[config.mk]
export PLATFORM = sky130hd
export DESIGN_NAME = maf_issue_ctrl
export DESIGN_NICKNAME = d
export VERILOG_FILES = /design/src/rtl/maf_pkg.sv /design/src/rtl/maf_pipe_track.sv /design/src/rtl/maf_issue_ctrl.sv
export SDC_FILE = /design/constraint.sdc
export NUM_CORES = 1
export LEC_CHECK = 0
export BUFFER_PORTS_ARGS = -buffer_cell sky130_fd_sc_hd__buf_4
export CORE_MARGIN = 2
export CORE_UTILIZATION = 50
export CTS_BUF_LIST = sky130_fd_sc_hd__clkbuf_8
export DETAILED_ROUTE_END_ITERATION = 6
export PLACE_DENSITY_LB_ADDON = 0.15
export RECOVER_POWER = 25
export SYNTH_ARGS = -nofsm -noshare
export SYNTH_HDL_FRONTEND = slang
export SYNTH_SLANG_ARGS = --single-unit
[constraint.sdc]
create_clock -name clk -period 1.65 [get_ports clk]
set_input_delay 0.33 -clock clk [delete_from_list [all_inputs] [get_ports clk]]
set_output_delay 0.33 -clock clk [all_outputs]
set_load 0.01 [all_outputs]
[src/rtl/maf_pkg.sv]
// Shared encodings for the MAF issue controller: request modes, datapath
// container codes and pairing FSM states.
package maf_pkg;

  typedef enum logic [1:0] {
    MODE_DOUBLE = 2'b00,
    MODE_SINGLE = 2'b01,
    MODE_ILL_A  = 2'b10,
    MODE_ILL_B  = 2'b11
  } mode_e;

  typedef enum logic [2:0] {
    CONT_DOUBLE = 3'b000,
    CONT_DUAL   = 3'b001,
    CONT_LONE   = 3'b010
  } cont_e;

  typedef enum logic {
    ST_IDLE = 1'b0,
    ST_HOLD = 1'b1
  } state_e;

  // Wide enough for any TIMEOUT up to 15.
  localparam int CNT_W = 4;

  function automatic logic mode_illegal(input logic [1:0] mode);
    return mode[1];
  endfunction

endpackage

[src/rtl/maf_pipe_track.sv]
// Stage register chain mirroring the MAF datapath: carries valid, container
// mode and lane tags from issue to the last stage, advancing only on adv.
module maf_pipe_track
  import maf_pkg::*;
#(
  parameter int LAT   = 3,
  parameter int TAG_W = 4
) (
  input  logic             clk,
  input  logic             rst_n,
  input  logic             adv,
  input  logic             flush,
  input  logic             in_valid,
  input  logic [2:0]       in_cont,
  input  logic [TAG_W-1:0] in_tag_l,
  input  logic [TAG_W-1:0] in_tag_h,
  output logic             out_valid,
  output logic [2:0]       out_cont,
  output logic [TAG_W-1:0] out_tag_l,
  output logic [TAG_W-1:0] out_tag_h
);

  logic [LAT-1:0]   valid;
  logic [2:0]       cont  [LAT];
  logic [TAG_W-1:0] tag_l [LAT];
  logic [TAG_W-1:0] tag_h [LAT];

  // Flush only kills valids; stale payload behind a cleared valid is harmless.
  always_ff @(posedge clk or negedge rst_n) begin
    if (!rst_n) begin
      valid <= '0;
      for (int i = 0; i < LAT; i++) begin
        cont[i]  <= '0;
        tag_l[i] <= '0;
        tag_h[i] <= '0;
      end
    end else if (flush) begin
      valid <= '0;
    end else if (adv) begin
      valid[0] <= in_valid;
      cont[0]  <= in_cont;
      tag_l[0] <= in_tag_l;
      tag_h[0] <= in_tag_h;
      for (int i = 1; i < LAT; i++) begin
        valid[i] <= valid[i-1];
        cont[i]  <= cont[i-1];
        tag_l[i] <= tag_l[i-1];
        tag_h[i] <= tag_h[i-1];
      end
    end
  end

  assign out_valid = valid[LAT-1];
  assign out_cont  = cont[LAT-1];
  assign out_tag_l = tag_l[LAT-1];
  assign out_tag_h = tag_h[LAT-1];

endmodule

[src/rtl/maf_issue_ctrl.sv]
// Issue controller for a multiply-add-fused unit: pairs single-precision
// requests into packed dual-single operations and tracks results to retirement.
module maf_issue_ctrl
  import maf_pkg::*;
#(
  parameter int LAT     = 3,
  parameter int TIMEOUT = 4,
  parameter int TAG_W   = 4
) (
  input  logic             clk,
  input  logic             rst_n,
  input  logic             req_valid,
  output logic             req_ready,
  input  logic [1:0]       req_mode,
  input  logic [TAG_W-1:0] req_tag,
  input  logic             flush,
  output logic             dp_en,
  output logic             dp_valid,
  output logic [2:0]       dp_cont,
  output logic             rsp_valid,
  input  logic             rsp_ready,
  output logic [2:0]       rsp_cont,
  output logic [TAG_W-1:0] rsp_tag_l,
  output logic [TAG_W-1:0] rsp_tag_h,
  output logic             err_illegal,
  output logic             dbg_state
);

  // Handshake: a request transfers on a cycle where req_valid & req_ready are
  // both high; a result retires on a cycle where rsp_valid & rsp_ready are.

  state_e           state, state_nx;
  logic [CNT_W-1:0] cnt, cnt_nx;
  logic [TAG_W-1:0] held_tag, held_tag_nx;

  logic             last_valid;
  logic             adv;
  logic             hold_dbl;
  logic             accept;
  logic             issue;
  cont_e            issue_cont;
  logic [TAG_W-1:0] issue_tag_l;
  logic [TAG_W-1:0] issue_tag_h;

  always_comb begin
    adv         = ~last_valid | rsp_ready;
    // A double arriving behind a held single must wait one advance so the
    // single leaves first and program order is kept.
    hold_dbl    = (state == ST_HOLD) & req_valid & (req_mode == MODE_DOUBLE);
    req_ready   = rst_n & ~flush & adv & ~hold_dbl;
    accept      = req_valid & req_ready;
    err_illegal = accept & mode_illegal(req_mode);

    issue       = 1'b0;
    issue_cont  = CONT_DOUBLE;
    issue_tag_l = '0;
    issue_tag_h = '0;
    state_nx    = state;
    cnt_nx      = cnt;
    held_tag_nx = held_tag;

    if (rst_n && !flush && adv) begin
      unique case (state)
        ST_IDLE: begin
          if (accept && req_mode == MODE_DOUBLE) begin
            issue       = 1'b1;
            issue_cont  = CONT_DOUBLE;
            issue_tag_l = req_tag;
          end else if (accept && req_mode == MODE_SINGLE) begin
            state_nx    = ST_HOLD;
            cnt_nx      = '0;
            held_tag_nx = req_tag;
          end
        end
        ST_HOLD: begin
          if (accept && req_mode == MODE_SINGLE) begin
            issue       = 1'b1;
            issue_cont  = CONT_DUAL;
            issue_tag_l = held_tag;
            issue_tag_h = req_tag;
            state_nx    = ST_IDLE;
            cnt_nx      = '0;
          end else if (hold_dbl) begin
            issue       = 1'b1;
            issue_cont  = CONT_LONE;
            issue_tag_l = held_tag;
            state_nx    = ST_IDLE;
            cnt_nx      = '0;
          end else if (!req_valid) begin
            if (cnt == CNT_W'(TIMEOUT - 1)) begin
              issue       = 1'b1;
              issue_cont  = CONT_LONE;
              issue_tag_l = held_tag;
              state_nx    = ST_IDLE;
              cnt_nx      = '0;
            end else begin
              cnt_nx = cnt + CNT_W'(1);
            end
          end
        end
        default: ;
      endcase
    end
  end

  always_ff @(posedge clk or negedge rst_n) begin
    if (!rst_n) begin
      state    <= ST_IDLE;
      cnt      <= '0;
      held_tag <= '0;
    end else if (flush) begin
      state    <= ST_IDLE;
      cnt      <= '0;
    end else begin
      state    <= state_nx;
      cnt      <= cnt_nx;
      held_tag <= held_tag_nx;
    end
  end

  assign dp_en     = adv;
  assign dp_valid  = issue;
  assign dp_cont   = issue_cont;
  assign dbg_state = state;

  maf_pipe_track #(
    .LAT   (LAT),
    .TAG_W (TAG_W)
  ) u_track (
    .clk       (clk),
    .rst_n     (rst_n),
    .adv       (adv),
    .flush     (flush),
    .in_valid  (issue),
    .in_cont   (issue_cont),
    .in_tag_l  (issue_tag_l),
    .in_tag_h  (issue_tag_h),
    .out_valid (last_valid),
    .out_cont  (rsp_cont),
    .out_tag_l (rsp_tag_l),
    .out_tag_h (rsp_tag_h)
  );

  assign rsp_valid = last_valid;

  a_issue_needs_adv : assert property (@(posedge clk) disable iff (!rst_n)
    dp_valid |-> dp_en);
  a_no_accept_on_flush : assert property (@(posedge clk) disable iff (!rst_n)
    flush |-> !req_ready);
  a_dual_only_from_hold : assert property (@(posedge clk) disable iff (!rst_n)
    (dp_valid && dp_cont == CONT_DUAL) |-> state == ST_HOLD);

endmodule

==> impl_metrics.py <==
metrics = {
    "routing": {
        "average_wire_per_cell_in_the_routed_design_um": 13.6,
        "drt_first_pass_iters": 4,
        "wirelength_mm": 3.96,
        "antenna_left": 0,
        "route.vias.total": 1450,
        "drt_first_iter_violations": 128,
        "via_per_inst": 5.00,
        "route.detailed.drc": 0,
    },
    "synth": {
        "ys_ff_latch": 42,
        "muxShareOfSynthArea_pct": 5.19,
        "ys_top_cells_by_area": "sky130_fd_sc_hd__dfrtp_1, sky130_fd_sc_hd__nand2_1, sky130_fd_sc_hd__buf_4, sky130_fd_sc_hd__mux2_4, sky130_fd_sc_hd__a22o_1",
        "ys_async_sr_fraction_pct": 100,
        "synth-adder-area-share_pct": 0.649,
        "yosys.area.top_type": "sky130_fd_sc_hd__dfrtp_1",
        "dominantRegCellSynth": "sky130_fd_sc_hd__dfrtp_1",
        "synth_most_common_cell": "sky130_fd_sc_hd__nand2_1",
        "post_synth_xor_area_fraction_pct": 0,
        "post_synth_most_frequent_cells": "sky130_fd_sc_hd__nand2_1, sky130_fd_sc_hd__dfrtp_1, sky130_fd_sc_hd__buf_4",
        "synth_simple_gate_area_share_pct": 24.0,
        "syn_avg_cell_area_um2": 9.73,
        "synth_top_family_by_area": "simple AND/OR/NAND/NOR gates",
        "synth_top_area_share_pct": 54.5,
        "synth-seq-area-share_pct": 54.5,
        "ys_warn_count": 0,
        "synthesized_netlist_cell_count": 198,
        "netlist_area_um2": 1930,
        "synth_cell_type_count": 37,
        "synth-compound-area-share_pct": 8.64,
        "synth-edff-count": 0,
    },
    "grt": {
        "grt_antenna_before_repair": 0,
        "global_routing_usage_summed_across_all_routing_layers_pct": 19.5,
        "grt_first_pass_wirelength_mm": 6.40,
        "number_of_global_route_vias_before_repair": 1438,
        "grt_start_max_net_pins": 36,
        "grt_overflow_total": 0,
    },
    "cells_and_area": {
        "final_nets": 253,
        "final_area_um2": 2450,
        "layout_overhead_on_the_synthesized_area_pct": 27.3,
        "layout-drive-gt1-share_pct": 32.2,
        "post_layout_util_pct": 66.5,
        "antennaDiodeCount": 0,
    },
    "timing": {
        "period_share_pct": 117,
        "report.final.setup_viol": 6,
        "worst_hold_slack_ns": 0.229,
        "tightestPinTransition_ns": 0.824,
        "unrepaired_setup_endpoints_after_global_routing": "yes",
        "timing.max_slew.rel_slack_pct": 45.1,
        "final_critical_path_setup_slack_ns": -0.286,
        "clock-skew-final_ns": 0.00513,
        "final-max-slew-violation-count": 0,
        "hold_viol_final": 0,
        "clock.fmax_mhz": 516,
        "shortest_period_the_worst_path_allows_ns": 1.94,
    },
    "pwr": {
        "p_leak_nw": 1.28,
        "p_comb_share_pct": 10.0,
        "p_seq_share_pct": 52.9,
        "power_density_nw_per_um2": 835,
        "power.total_w": 0.00205,
        "power.share.clock_pct": 37.1,
        "netSwitchingFraction_pct": 22.7,
        "peakVddDrop_mv": 0.442,
        "power.switching_w": 0.000464,
        "internal-power_w": 0.00158,
    },
    "setup_path": {
        "worst-endpoint-arrival_ns": 1.61,
        "crit_path_start_kind": "flop",
        "maximum_fanout_count_along_the_critical_path": 3,
        "worstSetupPathType": "flop to output pin",
        "timing.critical_path.required_ns": 1.32,
        "cp-end-kind": "output pin",
    },
    "flow_run": {
        "max-cap-violations": 0,
    },
    "clocking": {
        "numCtsBuffers": 5,
        "cts_root_buf": "sky130_fd_sc_hd__clkbuf_8",
        "clock_latency_ns": 0.29,
        "cts.reportedPaths.clkPinSlew_ns": 0.08,
        "cts_tree": "done",
        "clock_sink_total": 42,
        "htreeDepth": 2,
        "clockBufferDepth": 2,
    },
    "die": {
        "core_um2": 3690,
        "die-height_um": 66.1,
        "std_cell_rows": 22,
        "starting_density_pct": 52.2,
        "pin_count": 31,
        "overall_die_area_um2": 4370,
        "die_width_um": 66.1,
    },
    "place": {
        "io_buffer_count": 28,
        "dpl_cell_area_um2": 2220,
        "routabilityCongestion": 0.875,
        "hpwl_mm": 2.55,
    },
    "hold_path": {
        "class_of_the_worst_hold_path": "input port to flop",
    },
    "status": {
        "result_of_the_run": "complete, but fails checks",
        "violations": "setup timing",
    },
}
[final cells by class]
class / count / area (µm²)
Tap cell: 48 / 60.1
Fill cell: 299 / 1230
Inverter: 3 / 16.3
Timing Repair Buffer: 53 / 418
Clock buffer: 8 / 110
Sequential cell: 42 / 1050
Multi-Input combinational cell: 136 / 798
[stage by stage]
step,std cells,setup WS (ns),TNS (ns)
2_1_floorplan,199,0.0296,0
3_3_place_gp,273,-0.121,-0.121
3_5_place_dp,273,-0.151,-0.160
4_1_cts,284,-0.316,-0.575
5_1_grt,290,-0.320,-0.925
6_report,290,-0.286,-0.527
[routing by layer]
metal / share of wire [%] / vias up / wire (µm) / GRT usage [%]
li1: - / 727 / - / -
met1: 48 / 681 / 1920 / 26.1
met2: 47 / 36 / 1850 / 30.1
met3: 3.8 / 6 / 150 / 5.28
met4: 0.96 / 0 / 38 / 7.65
met5: 0 / - / 0 / 0
[cell usage in the layout (no fill, tap or decap), types with 2 or more instances in the layout]
| cell | instances |
|---|---|
| sky130_fd_sc_hd__a21oi_1 | 2 |
| sky130_fd_sc_hd__nand3b_1 | 2 |
| sky130_fd_sc_hd__mux2i_1 | 4 |
| sky130_fd_sc_hd__dfrtp_1 | 42 |
| sky130_fd_sc_hd__nand2b_1 | 2 |
| sky130_fd_sc_hd__o21ai_0 | 5 |
| sky130_fd_sc_hd__nor2_4 | 2 |
| sky130_fd_sc_hd__buf_4 | 44 |
| sky130_fd_sc_hd__a22o_1 | 6 |
| sky130_fd_sc_hd__buf_6 | 4 |
| sky130_fd_sc_hd__conb_1 | 2 |
| sky130_fd_sc_hd__inv_1 | 2 |
| sky130_fd_sc_hd__clkbuf_8 | 8 |
| sky130_fd_sc_hd__mux2_4 | 4 |
| sky130_fd_sc_hd__nand3_1 | 5 |
| sky130_fd_sc_hd__nand2_1 | 73 |
| sky130_fd_sc_hd__nor2_1 | 7 |
| sky130_fd_sc_hd__clkbuf_1 | 2 |
[cells by family after synthesis]
logic type	count (synthesis)
and+or+nand+nor	102
DFF	42
AOI/OAI and AO/OA	23
buffers and inverters	21
muxes	8
adders and majority gates	1
other	1
[worst paths after layout]
check,startpoint,to,slack (ns),depth (start not counted)
max,cnt[0]$_DFFE_PN0P_,dp_valid,-0.29,6
min,flush,u_track.valid[1]$_DFFE_PN0P_,0.23,2
max reg2reg,u_track.valid[2]$_DFFE_PN0P_,held_tag[1]$_DFFE_PN0P_,0,6
min reg2reg,u_track.tag_h[6]$_DFFE_PN0P_,u_track.out_tag_h[2]$_DFFE_PN0P_,0.47,2
max in group asynchronous,rst_n,u_track.out_tag_l[0]$_DFFE_PN0P_,0.58,2
min in group asynchronous,rst_n,cnt[1]$_DFFE_PN0P_,0.32,2
[flip-flops by register name (all words and copies together) (netlist names)]
register / cells
cnt: 4
u_track.tag_h: 8
u_track.tag_l: 8
u_track.cont: 4
u_track.valid: 3
u_track.out_cont: 2
u_track.out_tag_h: 4
u_track.out_tag_l: 4
held_tag: 4
dbg_state: 1
[what timing repair did]
item	4_1_cts	5_1_grt
setup buffers	3	7
pin swaps	5	7
setup endpoints to repair	3	6
endpoints found under the hold margin	2	0
hold buffers	1	0
gates resized for setup	5	11
[power groups by stage]
stage	combinational [W]	clock, W	sequential, W
2_1_floorplan	0.000107	0	0.00110
3_3_place_gp	0.000187	0	0.00110
3_5_place_dp	0.000191	0	0.00110
4_1_cts	0.000197	0.000776	0.00108
5_1_grt	0.000227	0.000813	0.00109
6_report	0.000205	0.000759	0.00108
[critical path: stages, from the launching register on]
cell and delay, ns:
sky130_fd_sc_hd__dfrtp_1 0.39, sky130_fd_sc_hd__ha_2 0.20, sky130_fd_sc_hd__nor4b_4 0.14, sky130_fd_sc_hd__o21a_1 0.20, sky130_fd_sc_hd__o21bai_2 0.18, sky130_fd_sc_hd__inv_1 0.08
sky130_fd_sc_hd__buf_6 0.12
(Power assumes the default switching activity.)
